--- src/rtl/array_row_sequencer_pkg.sv ---
`default_nettype none
// ---------------------------------------------------------------------------
// array_seq_pkg : opcode/state encodings and timer sizing for array_row_sequencer
// Rev 1.0
// ---------------------------------------------------------------------------
package array_seq_pkg;

  typedef enum logic [1:0] {
    OP_WRITE   = 2'b00,
    OP_INFER   = 2'b01,
    OP_READOUT = 2'b10,
    OP_RSVD    = 2'b11
  } op_e;

  typedef enum logic [2:0] {
    ST_IDLE  = 3'd0,
    ST_SETUP = 3'd1,
    ST_PULSE = 3'd2,
    ST_HOLD  = 3'd3,
    ST_CLEAR = 3'd4,
    ST_DONE  = 3'd5
  } state_e;

  // Wide enough to hold the longer of the two phase lengths.
  function automatic int timer_width(input int pulse, input int settle);
    int m;
    m = (pulse > settle) ? pulse : settle;
    return $clog2(m + 1);
  endfunction

endpackage
`default_nettype wire

--- src/rtl/array_row_sequencer_if.sv ---
`default_nettype none
// ---------------------------------------------------------------------------
// array_row_sequencer_if : command port and decoder-facing outputs
// Optional macro ARRAY_SEQ_ABORT_EN adds the abort input.   Rev 1.0
// ---------------------------------------------------------------------------
interface array_row_sequencer_if #(
  parameter int Narray = 2,
  parameter int Nword  = 3,
  parameter int N      = Nword + Narray
);
  logic         cmd_valid;
  logic         cmd_ready;
  logic [1:0]   cmd_op;
  logic [N-1:0] cmd_addr;
  logic         CWL;
  logic [N-1:0] adr_full_row;
  logic         inference;
  logic         read_out;
  logic         done;
  logic         cmd_err;
`ifdef ARRAY_SEQ_ABORT_EN
  logic         abort;

  modport master (
    output cmd_valid, cmd_op, cmd_addr, abort,
    input  cmd_ready, CWL, adr_full_row, inference, read_out, done, cmd_err
  );
  modport slave (
    input  cmd_valid, cmd_op, cmd_addr, abort,
    output cmd_ready, CWL, adr_full_row, inference, read_out, done, cmd_err
  );
`else
  modport master (
    output cmd_valid, cmd_op, cmd_addr,
    input  cmd_ready, CWL, adr_full_row, inference, read_out, done, cmd_err
  );
  modport slave (
    input  cmd_valid, cmd_op, cmd_addr,
    output cmd_ready, CWL, adr_full_row, inference, read_out, done, cmd_err
  );
`endif
endinterface
`default_nettype wire

--- src/rtl/array_row_sequencer_timer.sv ---
`default_nettype none
// ---------------------------------------------------------------------------
// seq_phase_timer : loadable down-counter; expire flags the last phase cycle
// Rev 1.0
// ---------------------------------------------------------------------------
module seq_phase_timer #(
  parameter int W = 3
) (
  input  wire logic         clk,
  input  wire logic         rst_n,
  input  wire logic         load,
  input  wire logic [W-1:0] load_val,
  output logic              expire
);
  localparam logic [W-1:0] C_ONE = W'(1);

  logic [W-1:0] cnt_q, cnt_d;

  always_comb begin
    cnt_d = cnt_q;
    if (load)
      cnt_d = load_val;
    else if (cnt_q != '0)
      cnt_d = cnt_q - C_ONE;
  end

  always_ff @(posedge clk or negedge rst_n) begin
    if (!rst_n) cnt_q <= '0;
    else        cnt_q <= cnt_d;
  end

  assign expire = (cnt_q == '0);
endmodule
`default_nettype wire

--- src/rtl/array_row_sequencer.sv ---
`default_nettype none
// ---------------------------------------------------------------------------
// array_row_sequencer : turns WRITE/INFER/READOUT commands into decoder timing
// Optional macro ARRAY_SEQ_ABORT_EN enables the abort input.   Rev 1.0
// ---------------------------------------------------------------------------
module array_row_sequencer
  import array_seq_pkg::*;
#(
  parameter int Narray        = 2,
  parameter int Nword         = 3,
  parameter int N             = Nword + Narray,
  parameter int PULSE_CYCLES  = 4,
  parameter int SETTLE_CYCLES = 2
) (
  input  wire logic            clk,
  input  wire logic            rst_n,
  array_row_sequencer_if.slave bus
);
  localparam int               TW        = timer_width(PULSE_CYCLES, SETTLE_CYCLES);
  localparam logic [TW-1:0]    PULSE_LD  = TW'(PULSE_CYCLES - 1);
  localparam logic [TW-1:0]    SETTLE_LD = TW'(SETTLE_CYCLES - 1);
  localparam logic [Nword-1:0] ROW_ONE   = Nword'(1);

  state_e           state_q, state_d;
  op_e              op_q, op_d;
  logic [N-1:0]     addr_q, addr_d;
  logic [Nword-1:0] row_q, row_d;
  logic             cwl_q, cwl_d;
  logic [N-1:0]     adr_q, adr_d;
  logic             inf_q, inf_d;
  logic             ro_q, ro_d;
  logic             done_q, done_d;
  logic             err_q, err_d;

  logic             timer_load;
  logic [TW-1:0]    timer_val;
  logic             timer_expire;
  logic             abort_in;
  logic             abort_hit;
  logic             row_active;

`ifdef ARRAY_SEQ_ABORT_EN
  assign abort_in = bus.abort;
`else
  assign abort_in = 1'b0;
`endif

  seq_phase_timer #(.W(TW)) u_timer (
    .clk      (clk),
    .rst_n    (rst_n),
    .load     (timer_load),
    .load_val (timer_val),
    .expire   (timer_expire)
  );

  always_comb begin
    state_d    = state_q;
    op_d       = op_q;
    addr_d     = addr_q;
    row_d      = row_q;
    timer_load = 1'b0;
    timer_val  = '0;
    abort_hit  = 1'b0;

    case (state_q)
      ST_IDLE: begin
        if (bus.cmd_valid) begin
          op_d       = op_e'(bus.cmd_op);
          addr_d     = bus.cmd_addr;
          row_d      = '0;
          timer_load = 1'b1;
          case (op_d)
            OP_WRITE, OP_INFER: begin
              state_d   = ST_SETUP;
              timer_val = SETTLE_LD;
            end
            OP_READOUT: begin
              state_d   = ST_CLEAR;
              timer_val = PULSE_LD;
            end
            default: state_d = ST_DONE;
          endcase
        end
      end
      ST_SETUP: begin
        if (timer_expire) begin
          state_d    = ST_PULSE;
          timer_load = 1'b1;
          timer_val  = PULSE_LD;
        end
      end
      ST_PULSE: begin
        if (timer_expire) begin
          state_d    = ST_HOLD;
          timer_load = 1'b1;
          timer_val  = SETTLE_LD;
        end
      end
      ST_HOLD: begin
        if (timer_expire) begin
          // The last row goes straight to DONE so the counter never wraps visibly.
          if (op_q == OP_INFER && row_q != '1) begin
            row_d      = row_q + ROW_ONE;
            state_d    = ST_SETUP;
            timer_load = 1'b1;
            timer_val  = SETTLE_LD;
          end else begin
            state_d = ST_DONE;
          end
        end
      end
      ST_CLEAR: begin
        if (timer_expire) state_d = ST_DONE;
      end
      ST_DONE:  state_d = ST_IDLE;
      default:  state_d = ST_IDLE;
    endcase

    if (abort_in && (state_q inside {ST_SETUP, ST_PULSE, ST_HOLD, ST_CLEAR})) begin
      state_d    = ST_DONE;
      abort_hit  = 1'b1;
      timer_load = 1'b0;
    end

    // Outputs are registered, so they are decoded from the next state.
    row_active = (state_d inside {ST_SETUP, ST_PULSE, ST_HOLD});
    cwl_d      = (state_d == ST_PULSE);
    ro_d       = (state_d == ST_CLEAR);
    inf_d      = (op_d == OP_INFER) && (row_active || (state_d == ST_DONE && !abort_hit));
    done_d     = (state_d == ST_DONE);
    err_d      = done_d && (abort_hit || op_d == OP_RSVD);
    if (!row_active)
      adr_d = '0;
    else if (op_d == OP_INFER)
      adr_d = {{Narray{1'b0}}, row_d};
    else
      adr_d = addr_d;
  end

  always_ff @(posedge clk or negedge rst_n) begin
    if (!rst_n) begin
      state_q <= ST_IDLE;
      op_q    <= OP_WRITE;
      addr_q  <= '0;
      row_q   <= '0;
      cwl_q   <= 1'b0;
      adr_q   <= '0;
      inf_q   <= 1'b0;
      ro_q    <= 1'b0;
      done_q  <= 1'b0;
      err_q   <= 1'b0;
    end else begin
      state_q <= state_d;
      op_q    <= op_d;
      addr_q  <= addr_d;
      row_q   <= row_d;
      cwl_q   <= cwl_d;
      adr_q   <= adr_d;
      inf_q   <= inf_d;
      ro_q    <= ro_d;
      done_q  <= done_d;
      err_q   <= err_d;
    end
  end

  assign bus.cmd_ready    = (state_q == ST_IDLE);
  assign bus.CWL          = cwl_q;
  assign bus.adr_full_row = adr_q;
  assign bus.inference    = inf_q;
  assign bus.read_out     = ro_q;
  assign bus.done         = done_q;
  assign bus.cmd_err      = err_q;
endmodule
`default_nettype wire

--- src/flat_wrapper.sv ---
// flat-port wrapper written by rule: the top's interface ports become plain ports
module array_row_sequencer_flat import array_seq_pkg::*;
#(
  parameter int Narray        = 2,
  parameter int Nword         = 3,
  parameter int N             = Nword + Narray,
  parameter int PULSE_CYCLES  = 4,
  parameter int SETTLE_CYCLES = 2
)
  (clk, rst_n, bus_cmd_valid, bus_cmd_op, bus_cmd_addr, bus_cmd_ready, bus_CWL, bus_adr_full_row, bus_inference, bus_read_out, bus_done, bus_cmd_err);
  array_row_sequencer_if #(.Narray(Narray), .Nword(Nword), .N(N)) bus_i ();
  input  wire logic clk;
  input  wire logic rst_n;
  input wire logic [$bits(bus_i.cmd_valid)-1:0] bus_cmd_valid;
  input wire logic [$bits(bus_i.cmd_op)-1:0] bus_cmd_op;
  input wire logic [$bits(bus_i.cmd_addr)-1:0] bus_cmd_addr;
  output wire logic [$bits(bus_i.cmd_ready)-1:0] bus_cmd_ready;
  output wire logic [$bits(bus_i.CWL)-1:0] bus_CWL;
  output wire logic [$bits(bus_i.adr_full_row)-1:0] bus_adr_full_row;
  output wire logic [$bits(bus_i.inference)-1:0] bus_inference;
  output wire logic [$bits(bus_i.read_out)-1:0] bus_read_out;
  output wire logic [$bits(bus_i.done)-1:0] bus_done;
  output wire logic [$bits(bus_i.cmd_err)-1:0] bus_cmd_err;
  assign bus_i.cmd_valid = bus_cmd_valid;
  assign bus_i.cmd_op = bus_cmd_op;
  assign bus_i.cmd_addr = bus_cmd_addr;
  assign bus_cmd_ready = bus_i.cmd_ready;
  assign bus_CWL = bus_i.CWL;
  assign bus_adr_full_row = bus_i.adr_full_row;
  assign bus_inference = bus_i.inference;
  assign bus_read_out = bus_i.read_out;
  assign bus_done = bus_i.done;
  assign bus_cmd_err = bus_i.cmd_err;
  array_row_sequencer #(.Narray(Narray), .Nword(Nword), .N(N), .PULSE_CYCLES(PULSE_CYCLES), .SETTLE_CYCLES(SETTLE_CYCLES)) u_core (.clk(clk), .rst_n(rst_n), .bus(bus_i));
endmodule
--- config.mk ---
export PLATFORM = sky130hd
export DESIGN_NAME = array_row_sequencer_flat
export DESIGN_NICKNAME = d
export VERILOG_FILES = /design/src/rtl/array_row_sequencer_pkg.sv /design/src/rtl/array_row_sequencer_if.sv /design/src/rtl/array_row_sequencer_timer.sv /design/src/rtl/array_row_sequencer.sv /design/src/flat_wrapper.sv
export SDC_FILE = /design/constraint.sdc
export NUM_CORES = 1
export LEC_CHECK = 0
export CORE_ASPECT_RATIO = 1.5
export CORE_MARGIN = 5
export CORE_UTILIZATION = 47
export DETAILED_ROUTE_END_ITERATION = 6
export PLACE_DENSITY = 0.83
export REMOVE_ABC_BUFFERS = 1
export SLEW_MARGIN = 30
export SYNTH_ARGS = -nofsm -noshare
export SYNTH_HDL_FRONTEND = slang
export SYNTH_SLANG_ARGS = --single-unit
--- constraint.sdc ---
create_clock -name clk -period 2.05 [get_ports clk]
set_clock_uncertainty 0.15 [all_clocks]
set_input_delay 0.5125 -clock clk [delete_from_list [all_inputs] [get_ports clk]]
set_output_delay 0.5125 -clock clk [all_outputs]
set_load 0.005 [all_outputs]
# Word-level counts from Yosys, hierarchy flattened
# Index checks and enable logic that the tools add are counted.
[word_totals]
word_cells = 72
latchBits = 0
ram_bits = 0
rom_bits = 0
in_bits = 10
n_memories = 0
reg_bits = 26
[classes]
n_bitwise = 0
reduce_logical = 12
eq_ne = 15
mul = 0
n_addsub = 2
n_lt_le_gt_ge = 0
n_div = 0
n_mux = 32
shift = 0
[ops]
columns = ["operator", "n"]
rows = [
  ["$mux W3", 13],
  ["$mux W5", 4],
  ["$pmux W3 S5", 1],
  ["$eq A3 B2 Y1 const B", 4],
  ["$pmux W3 S2", 2],
  ["$pmux W3 S4", 1],
  ["$eq A3 B3 Y1 const B", 3],
  ["$eq A2 B1 Y1 const B", 3],
  ["$eq A3 B1 Y1 const B", 2],
  ["$logic_not A3 Y1", 2],
  ["$mux W1", 6],
  ["$mux W2", 3],
  ["$reduce_bool A3 Y1", 2],
  ["$eq A2 B2 Y1 const B", 2],
  ["$pmux W2 S2", 1],
  ["$reduce_or A2 Y1", 2],
  ["$add A3 B1 Y3 const B", 1],
  ["$logic_and A1 B1 Y1", 3],
  ["$ne A3 B3 Y1 const B", 1],
  ["$pmux W1 S3", 1],
  ["$sub A3 B1 Y3 const B", 1],
  ["$logic_not A2 Y1", 1],
  ["$reduce_bool A2 Y1", 1],
  ["$logic_or A1 B1 Y1", 1],
]

# Logic depth before layout (Yosys ltp)
# Gate-level depths: netlist (run 1).
[depth]
depth_word = 9
depth_mapped = 6

# Modules after synthesis
# From an unflattened synthesis (run 1), not the netlist that was laid out.
[hier_totals]
hier_cells = 129
hier_area_um2 = 1310.0
[by_module_without_submodules]
columns = ["mod", "seq_area_each_um2", "cells_each", "area_per_inst_um2", "instances"]
rows = [
  ["array_row_sequencer", 575.6, 108, 1109.8, 1],
  ["seq_phase_timer", 75.1, 21, 200.2, 1],
]

# Worst setup path before layout (run 1)
# Ideal clock, no wire load.
[synth_timing]
path_kind = "register -> register"
from = "register u_core.row_q[0]"
to = "register u_core.adr_q[0] (netlist: u_core.bus.adr_full_row[0])"
path_stages_with_launch = 7
period_less_slack_ns = 2.061
setup_slack_ns = -0.011
setup_time_ns = 0.107
arrival_time_ns = 1.805
path_cell_list = "dfrtp_1 -> ha_1 -> ha_1 -> nor4b_4 -> nand4_4 -> mux2_4 -> a2111oi_4"
[synth_between]
elab_chain_cells = 8
elab_cells_between_ends = 16
[synth_lines]
columns = ["element", "line", "text"]
rows = [
  ["start: declaration", "array_row_sequencer.sv:27", "logic [Nword-1:0] row_q, row_d;"],
  ["start signal: assignment", "array_row_sequencer.sv:156", "row_q <= row_d;"],
  ["$ne A3 B3 Y1", "array_row_sequencer.sv:102", "if (op_q == OP_INFER && row_q != '1) begin"],
  ["$logic_and A1 B1 Y1", "array_row_sequencer.sv:102", ""],
  ["$mux W3", "array_row_sequencer.sv:102", ""],
  ["$mux W3", "array_row_sequencer.sv:100", "if (timer_expire) begin"],
  ["$pmux W3 S5", "array_row_sequencer.sv:65", "case (state_q)"],
  ["$eq A3 B1 Y1 or $eq A3 B2 Y1 (tied branches)", "array_row_sequencer.sv:126", "row_active = (state_d inside {ST_SETUP, ST_PULSE, ST_HOLD});"],
  ["$reduce_bool A3 Y1", "array_row_sequencer.sv:126", ""],
  ["$mux W5 (*)", "array_row_sequencer.sv:132", "if (!row_active)"],
  ["named net u_core.adr_d[0]", "array_row_sequencer.sv:29", "logic [N-1:0] adr_q, adr_d;"],
  ["end signal: assignment", "array_row_sequencer.sv:158", "adr_q <= adr_d;"],
  ["end: declaration", "array_row_sequencer.sv:29", ""],
]
# The timed path passes the listed nets; every way through them passes the cells marked *.
# A chain may end at the register's enable or synchronous reset.

# Worst setup path in the final report (run 1)
# Ends and elaborated chain as after synthesis.

==> summary.md, run 1 <==
| Metric | Value |
|---|---|
| Routed length on met3 | approximately 160 um |
| Detailed Routing Iterations Pass 1 | 4 |
| CP startpoint kind | flip-flop |
| Leakage | 0.868 nW |
| Class of the tightest hold or removal check | reg2reg |
| Area of the multi-input gates | ~700 sq um |
| Violations in the final reports | negative setup slack |
| Number of fillers in the final layout | 210 |
| Count of flip-flops with a built-in enable after synthesis | 0 |
| Initial core utilization | 48.3% |
| Post-detailed-route count of antenna-violating nets | 0 |
| Unique masters post-synth | 42 |
| Max Fclk | 0.469 GHz |
| Capturing point of the worst reg2reg path | u_core.bus.adr_full_row[0] |
| Antenna violations before repair | 0 |
| Synth Warn # | 0 |
| Share of cells above drive strength 1 | 25.0% |
| Number of global-route vias before repair | 1,292 |
| Top metal layer carrying routed signals | met4 |
| Power density of the placed cells | 1440 nW/um^2 |
| Launch point of the worst reg-to-reg path | u_core.row_q[0] |
| Critical path's slowest cell | sky130_fd_sc_hd__dfrtp_1 |
| Post-CTS setup-driven buffer insertion count | 0 |
| Post-synthesis sequential element count | 26 |
| Most common cell after layout, fill and taps aside | sky130_fd_sc_hd__dfrtp_1 |
| Remaining global-route overflow | 0 |
| FF/Latch Area | 651 sq um |
| Sequential fraction of the synthesis area | 47.2% |
| Width of the chip | 54.2 um |
| Summed instance area of the synthesized netlist | 1380 sq um |
| Worst slew slack as a fraction of its limit | 73.5% |
| Number of levels in the clock H-tree | 1 |
| CP arrival | around 2200 ps |
| Cts hold-fix bufs | 0 |
| Count of vias placed by the detailed router | 1,093 |
| Wire length the detailed router placed on met1 | 1210 um |
| Mapped Cells | around 130 |
| Most frequent cells in the layout | sky130_fd_sc_hd__dfrtp_1 (26), sky130_fd_sc_hd__buf_4 (22), sky130_fd_sc_hd__nand2_1 (20), sky130_fd_sc_hd__clkdlybuf4s50_1 (18), sky130_fd_sc_hd__nor2_1 (8) |
| Maximum number of pins on one net before global-route repair | 27 |
| Number of remaining DRC errors | 0 |
| R2r setup slk | -80 ps |
| Worst setup margin | -80.5 ps |
| Post-synthesis average cell area | 10.8 sq um |
| Count of max-cap constraint violations | 0 |
| Clock sink total | 26 |
| Final cell count without fillers | 207 |
| Share of flip-flops with an asynchronous set or reset | 100% |
| Total number of nets in the final design | 183 |
| Clock Path Buffers | 2 |
| Number of I/O port buffers | 20 |
| Die H | approximately 76 um |
| CTS tree | built |
| Global-route wire length before repair | between 5000 and 6000 um |
| Worst hold-check slack | about 340 ps |
| Initial drt markers | 19 |
| Clock period minus worst slack | 2130 ps |
| Placed cell count | 203 |
| GPL Wtd Cong | 0.851 |
| Tot Pwr | 2.67 mW |
| Area added between synthesis and finish | 34.7% |
| Worst path buffer plus inverter count | 0 |
| Setup repair after global routing missed its margin | yes |
| Antenna cells | 0 |
| CP endpoint | u_core.bus.adr_full_row[0] |
| Detail Route met2 WL | between 1500 and 2000 um |
| CP max FO | 3 |
| Register-to-Register Path Depth | 6 |
| Global routing usage summed across all routing layers | 17.0% |
| CP Class | reg2reg |
| Largest stage delay, worst path | 420 ps |
| Final Max Tran Viols | 0 |
| Number of rows in the core area | 24 |
| Number of buffers inserted during clock tree synthesis | 3 |
| CP startpoint | u_core.row_q[0] |
| Detailed Route WL | 3190 um |
| Worst-case vdd ir drop | 0.887 mV |
| Vias per Instance | 5.28 |
| Run status | complete, but fails checks |
| Boundary pin count | 21 |
| Critical Path RT | 2070 ps |
| DP HPWL | 2370 um |
| Tcrit/Tclk final | 104% |
| CTS Root Cell | sky130_fd_sc_hd__clkbuf_8 |
| Main flop type after synthesis | sky130_fd_sc_hd__dfrtp_1 |
| Total Neg Setup Slack | -80.5 ps |
| Clock insertion delay at the later pin of the skew report | 270 ps |
| Area of the die | roughly 4100 sq um |
| Final setup violation count | 1 |
| Number of cells on the critical path | 6 |
| Cells along the critical path | ha_2, ha_4, nor4b_4, nand4_4, mux2_4, a2111oi_4 |
| Kind of cell adding the most delay to the critical path | simple AND/OR/NAND/NOR gates |
| Clock edge transition at the registers on the reported setup and hold paths | 90 ps |
| Core ar. | roughly 2900 sq um |
| Slew at the pin closest to its max-slew limit | approximately 400 ps |
| Final-report hold violation count | 0 |
| Wire per inst | ~15 um |
| CP endpoint kind | flip-flop |
==> flip-flops by register name, indices dropped and copies added, names as in the netlist <==
signal / count
u_core.bus.done: 1
u_core.bus.inference: 1
u_core.bus.read_out: 1
u_core.u_timer.cnt_q: 3
u_core.op_q: 2
u_core.row_q: 3
u_core.state_q: 3
u_core.bus.cmd_err: 1
u_core.bus.CWL: 1
u_core.bus.adr_full_row: 5
u_core.addr_q: 5
==> synth_stat cells (2+ instances only) <==
cell	count	area, sq um
sky130_fd_sc_hd__dfrtp_1	26	651
sky130_fd_sc_hd__nand2_1	20	75.1
sky130_fd_sc_hd__nor2_1	8	30.0
sky130_fd_sc_hd__inv_1	6	22.5
sky130_fd_sc_hd__nor3_1	6	30.0
sky130_fd_sc_hd__nand2b_1	5	31.3
sky130_fd_sc_hd__a21oi_1	4	20.0
sky130_fd_sc_hd__ha_1	4	50.1
sky130_fd_sc_hd__nor2b_1	4	25.0
sky130_fd_sc_hd__o21ai_0	3	15.0
sky130_fd_sc_hd__and2_1	2	12.5
sky130_fd_sc_hd__buf_4	2	15.0
sky130_fd_sc_hd__buf_6	2	22.5
sky130_fd_sc_hd__clkbuf_1	2	7.51
sky130_fd_sc_hd__mux2_2	2	22.5
sky130_fd_sc_hd__mux2i_1	2	20.0
sky130_fd_sc_hd__nand3_1	2	10.0
sky130_fd_sc_hd__nor3b_1	2	15.0
sky130_fd_sc_hd__nor4b_4	2	47.6
sky130_fd_sc_hd__o21ai_1	2	10.0
==> where the power goes <==
part	leakage, nW	total, mW	switching, mW	internal [mW]
sequential	0.336	0.833	0.123	0.710
combinational	0.497	1.41	0.682	0.732
clock	0.0357	0.426	0.165	0.261
==> through the flow <==
step | utilization, % | cell area, sq um | setup WS, ps
after detailed placement | 61.2 | 1750 | -276
after global routing | 65.0 | 1860 | -132
after CTS | 64.4 | 1840 | -128
after global placement | 61.2 | 1750 | -208
after floorplan | - | 1330 | -16.7
final | 65.0 | 1860 | -80.5
==> worst reg2reg max path: cells and delay by family, from the launching register on <==
kind	cells	cell delay, ps
AO/OA/AOI/OAI	1	300
multiplexers	1	350
adder cells (fa/ha/maj)	2	370
AND/OR/NAND/NOR	2	440
flip-flops	1	420
==> cell families (layout without fill, tap and decap cells) <==
family,count (synthesis),in the layout,synth area share (%)
DFF,26,26,47.2
AOI/OAI and AO/OA,17,17,9.63
muxes,7,7,6.63
adders and majority gates,4,4,3.63
buffers and inverters,12,52,4.90
xor gates and xnor gates,2,2,1.27
and+or+nand+nor,60,60,26.7
==> how the worst min path moves through the flow <==
stage	end	slack, ps	cells after the start	from
after global routing	u_core.addr_q[4]	380	2	u_core.addr_q[4]
after CTS	u_core.addr_q[2]	340	2	u_core.addr_q[2]
final	u_core.addr_q[2]	340	2	u_core.addr_q[2]
after global placement	u_core.addr_q[0]	310	2	u_core.addr_q[0]
after floorplan	u_core.addr_q[0]	70	0	rst_n
after detailed placement	u_core.addr_q[2]	320	2	u_core.addr_q[2]
==> metal layers <==
metal / global-route usage, % / up-vias
met5: 0 / -
met4: 8.98 / 0
met3: 2.35 / 14
met2: 30.7 / 38
met1: 17.6 / 528
li1: - / 513
==> area by class of cell <==
type                            count  area share, %
Clock buffer                        3           2.23
Clock inverter                      1           1.62
Inverter                            6           1.21
Multi-Input combinational cell     90           37.5
Sequential cell                    26           35.1
Tap cell                           39           2.63
Timing Repair Buffer               42           19.8
==> timing repair <==
item | in CTS | in global routing
gates resized for setup | 5 | 3
pin swaps | 3 | 2
endpoints found under the setup margin | 4 | 5
endpoints found under the hold margin | 0 | 0
(Power assumes the default switching activity.)
==> inputs of run 2 (changes only) <==
--- a/config.mk
+++ b/config.mk
@@ -11,7 +11,6 @@
 export DETAILED_ROUTE_END_ITERATION = 6
 export PLACE_DENSITY = 0.83
 export REMOVE_ABC_BUFFERS = 1
-export SLEW_MARGIN = 30
 export SYNTH_ARGS = -nofsm -noshare
 export SYNTH_HDL_FRONTEND = slang
 export SYNTH_SLANG_ARGS = --single-unit
==> results of run 2 <==
The final DEF is identical to that of run 1; final timing and power are the same.
==> inputs of run 3 (changes only) <==
--- a/config.mk
+++ b/config.mk
@@ -6,10 +6,11 @@
 export NUM_CORES = 1
 export LEC_CHECK = 0
 export CORE_ASPECT_RATIO = 1.5
-export CORE_MARGIN = 5
-export CORE_UTILIZATION = 47
+export CORE_MARGIN = 2
+export CORE_UTILIZATION = 50
+export CTS_BUF_LIST = sky130_fd_sc_hd__clkbuf_8
 export DETAILED_ROUTE_END_ITERATION = 6
-export PLACE_DENSITY = 0.83
+export PLACE_DENSITY = 0.87
 export REMOVE_ABC_BUFFERS = 1
 export SYNTH_ARGS = -nofsm -noshare
 export SYNTH_HDL_FRONTEND = slang
==> run 3 against run 2 <==
The flow still finishes with violations (negative setup slack). Register-to-register slack improved by 40 ps. Worst hold slack got worse by 2.5 ps. Cell count up 0.48%. Via count shrank 2.2%. Count of clock-buffer cells in the layout did not move. Combinational power decreased by 4%. Die area fell by 23%. Setup slack gained 40 ps. First-iteration DRC count up 11%. Sequential share of layout area is 0.16 points lower. Highest routed layer unchanged.
==> summary.md, run 3 (synthesized netlist as in run 1, its figures left out) <==
| Metric | Value |
|---|---|
| Run status | complete, but fails checks |
| Violations in the final reports | negative setup slack |
| CTS Root Cell | sky130_fd_sc_hd__clkbuf_8 |
| Critical Path RT | 2070 ps (about the same) |
| CP startpoint | u_core.row_q[0] |
| Clock insertion delay at the later pin of the skew report | 270 ps (about the same) |
| Area of the die | 3200 sq um (-23%) |
| Vias per Instance | 5.14 (-2.7%) |
| Wire per inst | 13.9 um (-9.5%) |
| Maximum number of pins on one net before global-route repair | 27 (unchanged) |
| Number of rows in the core area | 23 (-4.2%) |
| Count of vias placed by the detailed router | 1,069 (-2.2%) |
| CP endpoint kind | flip-flop |
| Count of max-cap constraint violations | 0 (unchanged) |
| CTS tree | built |
| Cts hold-fix bufs | 0 (unchanged) |
| Tcrit/Tclk final | 102% (-2.0 points) |
| Cells along the critical path | ha_2, ha_4, nor4b_4, nand4_4, mux2_4, a2111oi_4 |
| Clock period minus worst slack | 2090 ps (-40.5 ps) |
| Register-to-Register Path Depth | 6 (unchanged) |
| Clock edge transition at the registers on the reported setup and hold paths | 90 ps (about the same) |
| Capturing point of the worst reg2reg path | u_core.bus.adr_full_row[0] |
| CP max FO | 3 (unchanged) |
| Detailed Routing Iterations Pass 1 | 4 (unchanged) |
| Clock Path Buffers | 2 (unchanged) |
| Width of the chip | 46.9 um (-14%) |
| Worst setup margin | -40.0 ps (+40.5 ps) |
| Global-route wire length before repair | 4880 um (-9.8%) |
| Final-report hold violation count | 0 (unchanged) |
| Share of cells above drive strength 1 | 26.3% (+1.3 points) |
| Switching part of the total power | 35.2% (-1.1 points) |
| Antenna cells | 0 (unchanged) |
| Pint | 1.69 mW (-0.77%) |
| Worst-case vdd ir drop | 1.01 mV (+14%) |
| Final setup violation count | 1 (unchanged) |
| Kind of cell adding the most delay to the critical path | simple AND/OR/NAND/NOR gates |
| Relative contribution of the clock network to total power | 16.0% (about the same) |
| Setup repair after global routing missed its margin | yes |
| Proportion of power drawn by combinational gates | 52.0% (-0.9 points) |
| Largest stage delay, worst path | 400 ps (-20 ps) |
| CP Class | reg2reg |
| Launch point of the worst reg-to-reg path | u_core.row_q[0] |
| Share of total power in sequential cells | 32.0% (+0.8 points) |
| Critical path's slowest cell | sky130_fd_sc_hd__dfrtp_1 |
| Slew at the pin closest to its max-slew limit | 407 ps (+8.74 ps) |
| Number of fillers in the final layout | 208 (-0.95%) |
| Number of I/O port buffers | 20 (unchanged) |
| Final Max Tran Viols | 0 (unchanged) |
| Detailed Route WL | 2900 um (-9.1%) |
| Number of remaining DRC errors | 0 (unchanged) |
| DP HPWL | 2250 um (-4.9%) |
| CP arrival | 2110 ps (-40 ps) |
| GPL Wtd Cong | 0.850 (about the same) |
| Remaining global-route overflow | 0 (unchanged) |
| Die H | 68.3 um (-11%) |
| Most frequent cells in the layout | sky130_fd_sc_hd__dfrtp_1 (26), sky130_fd_sc_hd__buf_4 (25), sky130_fd_sc_hd__nand2_1 (20), sky130_fd_sc_hd__clkdlybuf4s50_1 (18), sky130_fd_sc_hd__nor2_1 (8) |
| Hold Startpoint | u_core.addr_q[3] |
| Worst path buffer plus inverter count | 0 (unchanged) |
| Clock sink total | 26 (unchanged) |
| Power density of the placed cells | 1400 nW/um^2 (-2.9%) |
| Post-detailed-route count of antenna-violating nets | 0 (unchanged) |
| Area added between synthesis and finish | 35.3% |
| Most common cell after layout, fill and taps aside | sky130_fd_sc_hd__dfrtp_1 |
| Leakage | 0.883 nW (+1.7%) |
| Tot Pwr | 2.61 mW (-2.4%) |
| Number of levels in the clock H-tree | 1 (unchanged) |
| Max Fclk | 0.478 GHz (+1.9%) |
| Net switching component of the power | 0.918 mW (-5.3%) |
| Antenna violations before repair | 0 (unchanged) |
| Number of global-route vias before repair | 1,083 (-16%) |
| Worst Hold Endpoint | u_core.addr_q[3] |
| R2r setup slk | -40 ps (+40 ps) |
| Hold Crit Depth | 2 (unchanged) |
| Initial core utilization | 52.0% (+3.7 points) |
| Global routing usage summed across all routing layers | 21.4% (+4.4 points) |
| Total number of nets in the final design | 186 (+1.6%) |
| Class of the tightest hold or removal check | reg2reg |
| Worst hold-check slack | 338 ps (-2.52 ps) |
| CP startpoint kind | flip-flop |
| Core ar. | 2650 sq um (-7.2%) |
| Boundary pin count | 21 (unchanged) |
| Initial drt markers | 21 (+2) |
| Number of buffers inserted during clock tree synthesis | 3 (unchanged) |
| Worst slew slack as a fraction of its limit | 72.9% (-0.58 points) |
run 3: repair_timing:
item	in CTS	in global routing
resized for setup	4	4
buffers inserted	1	0
setup endpoints to repair	4	5
pin swaps	2	3
run 3: per-stage QoR:
step	setup slack [ps]	util [%]	instance area, sq um	cells	TNS (ps)
after floorplan	-16.7	-	1330	122	-16.7
after global placement	-185	66.4	1760	203	-1660
after detailed placement	-254	66.4	1760	203	-2710
after CTS	-94.6	69.9	1850	208	-195
after global routing	-111	70.4	1860	208	-158
final	-40.0	70.4	1860	208	-40.0
run 3: routing by layer:
metal,vias up,wire length [um],track usage (%)
li1,527,-,-
met1,508,1130,24.1
met2,27,1590,39.2
met3,7,121,4.22
met4,0,57,6.25
met5,-,0,0
run 3: power groups by stage:
stage	Combinational [mW]	Clock (mW)	Sequential, mW
2_1_floorplan	0.694	0	0.869
3_3_place_gp	1.27	0	0.837
3_5_place_dp	1.33	0	0.846
4_1_cts	1.34	0.426	0.833
5_1_grt	1.50	0.448	0.851
6_report	1.36	0.417	0.834
run 3: worst register-to-register path, stage by stage (launching register included):
cell and delay [ps]:
sky130_fd_sc_hd__dfrtp_1 400, sky130_fd_sc_hd__ha_2 210, sky130_fd_sc_hd__ha_4 170, sky130_fd_sc_hd__nor4b_4 250, sky130_fd_sc_hd__nand4_4 180, sky130_fd_sc_hd__mux2_4 360, sky130_fd_sc_hd__a2111oi_4 280
run 3: layout make-up:
cell class	count	area, sq um	area share, %
clock inverters	1	30.0	1.61
well taps	37	46.3	2.48
clock buffers	3	41.3	2.21
inverters	6	22.5	1.21
multi-input cells	90	684	36.7
flip-flops and latches	26	651	34.9
repair buffers	45	389	20.9
run 3: worst max path at each step:
| stage | cells after the start | to |
|---|---|---|
| after floorplan | 6 | u_core.bus.adr_full_row[0] |
| after CTS | 6 | u_core.bus.adr_full_row[0] |
| after global routing | 6 | u_core.bus.adr_full_row[0] |
| after global placement | 5 | u_core.bus.adr_full_row[0] |
| final | 6 | u_core.bus.adr_full_row[0] |
| after detailed placement | 6 | u_core.bus.adr_full_row[1] |
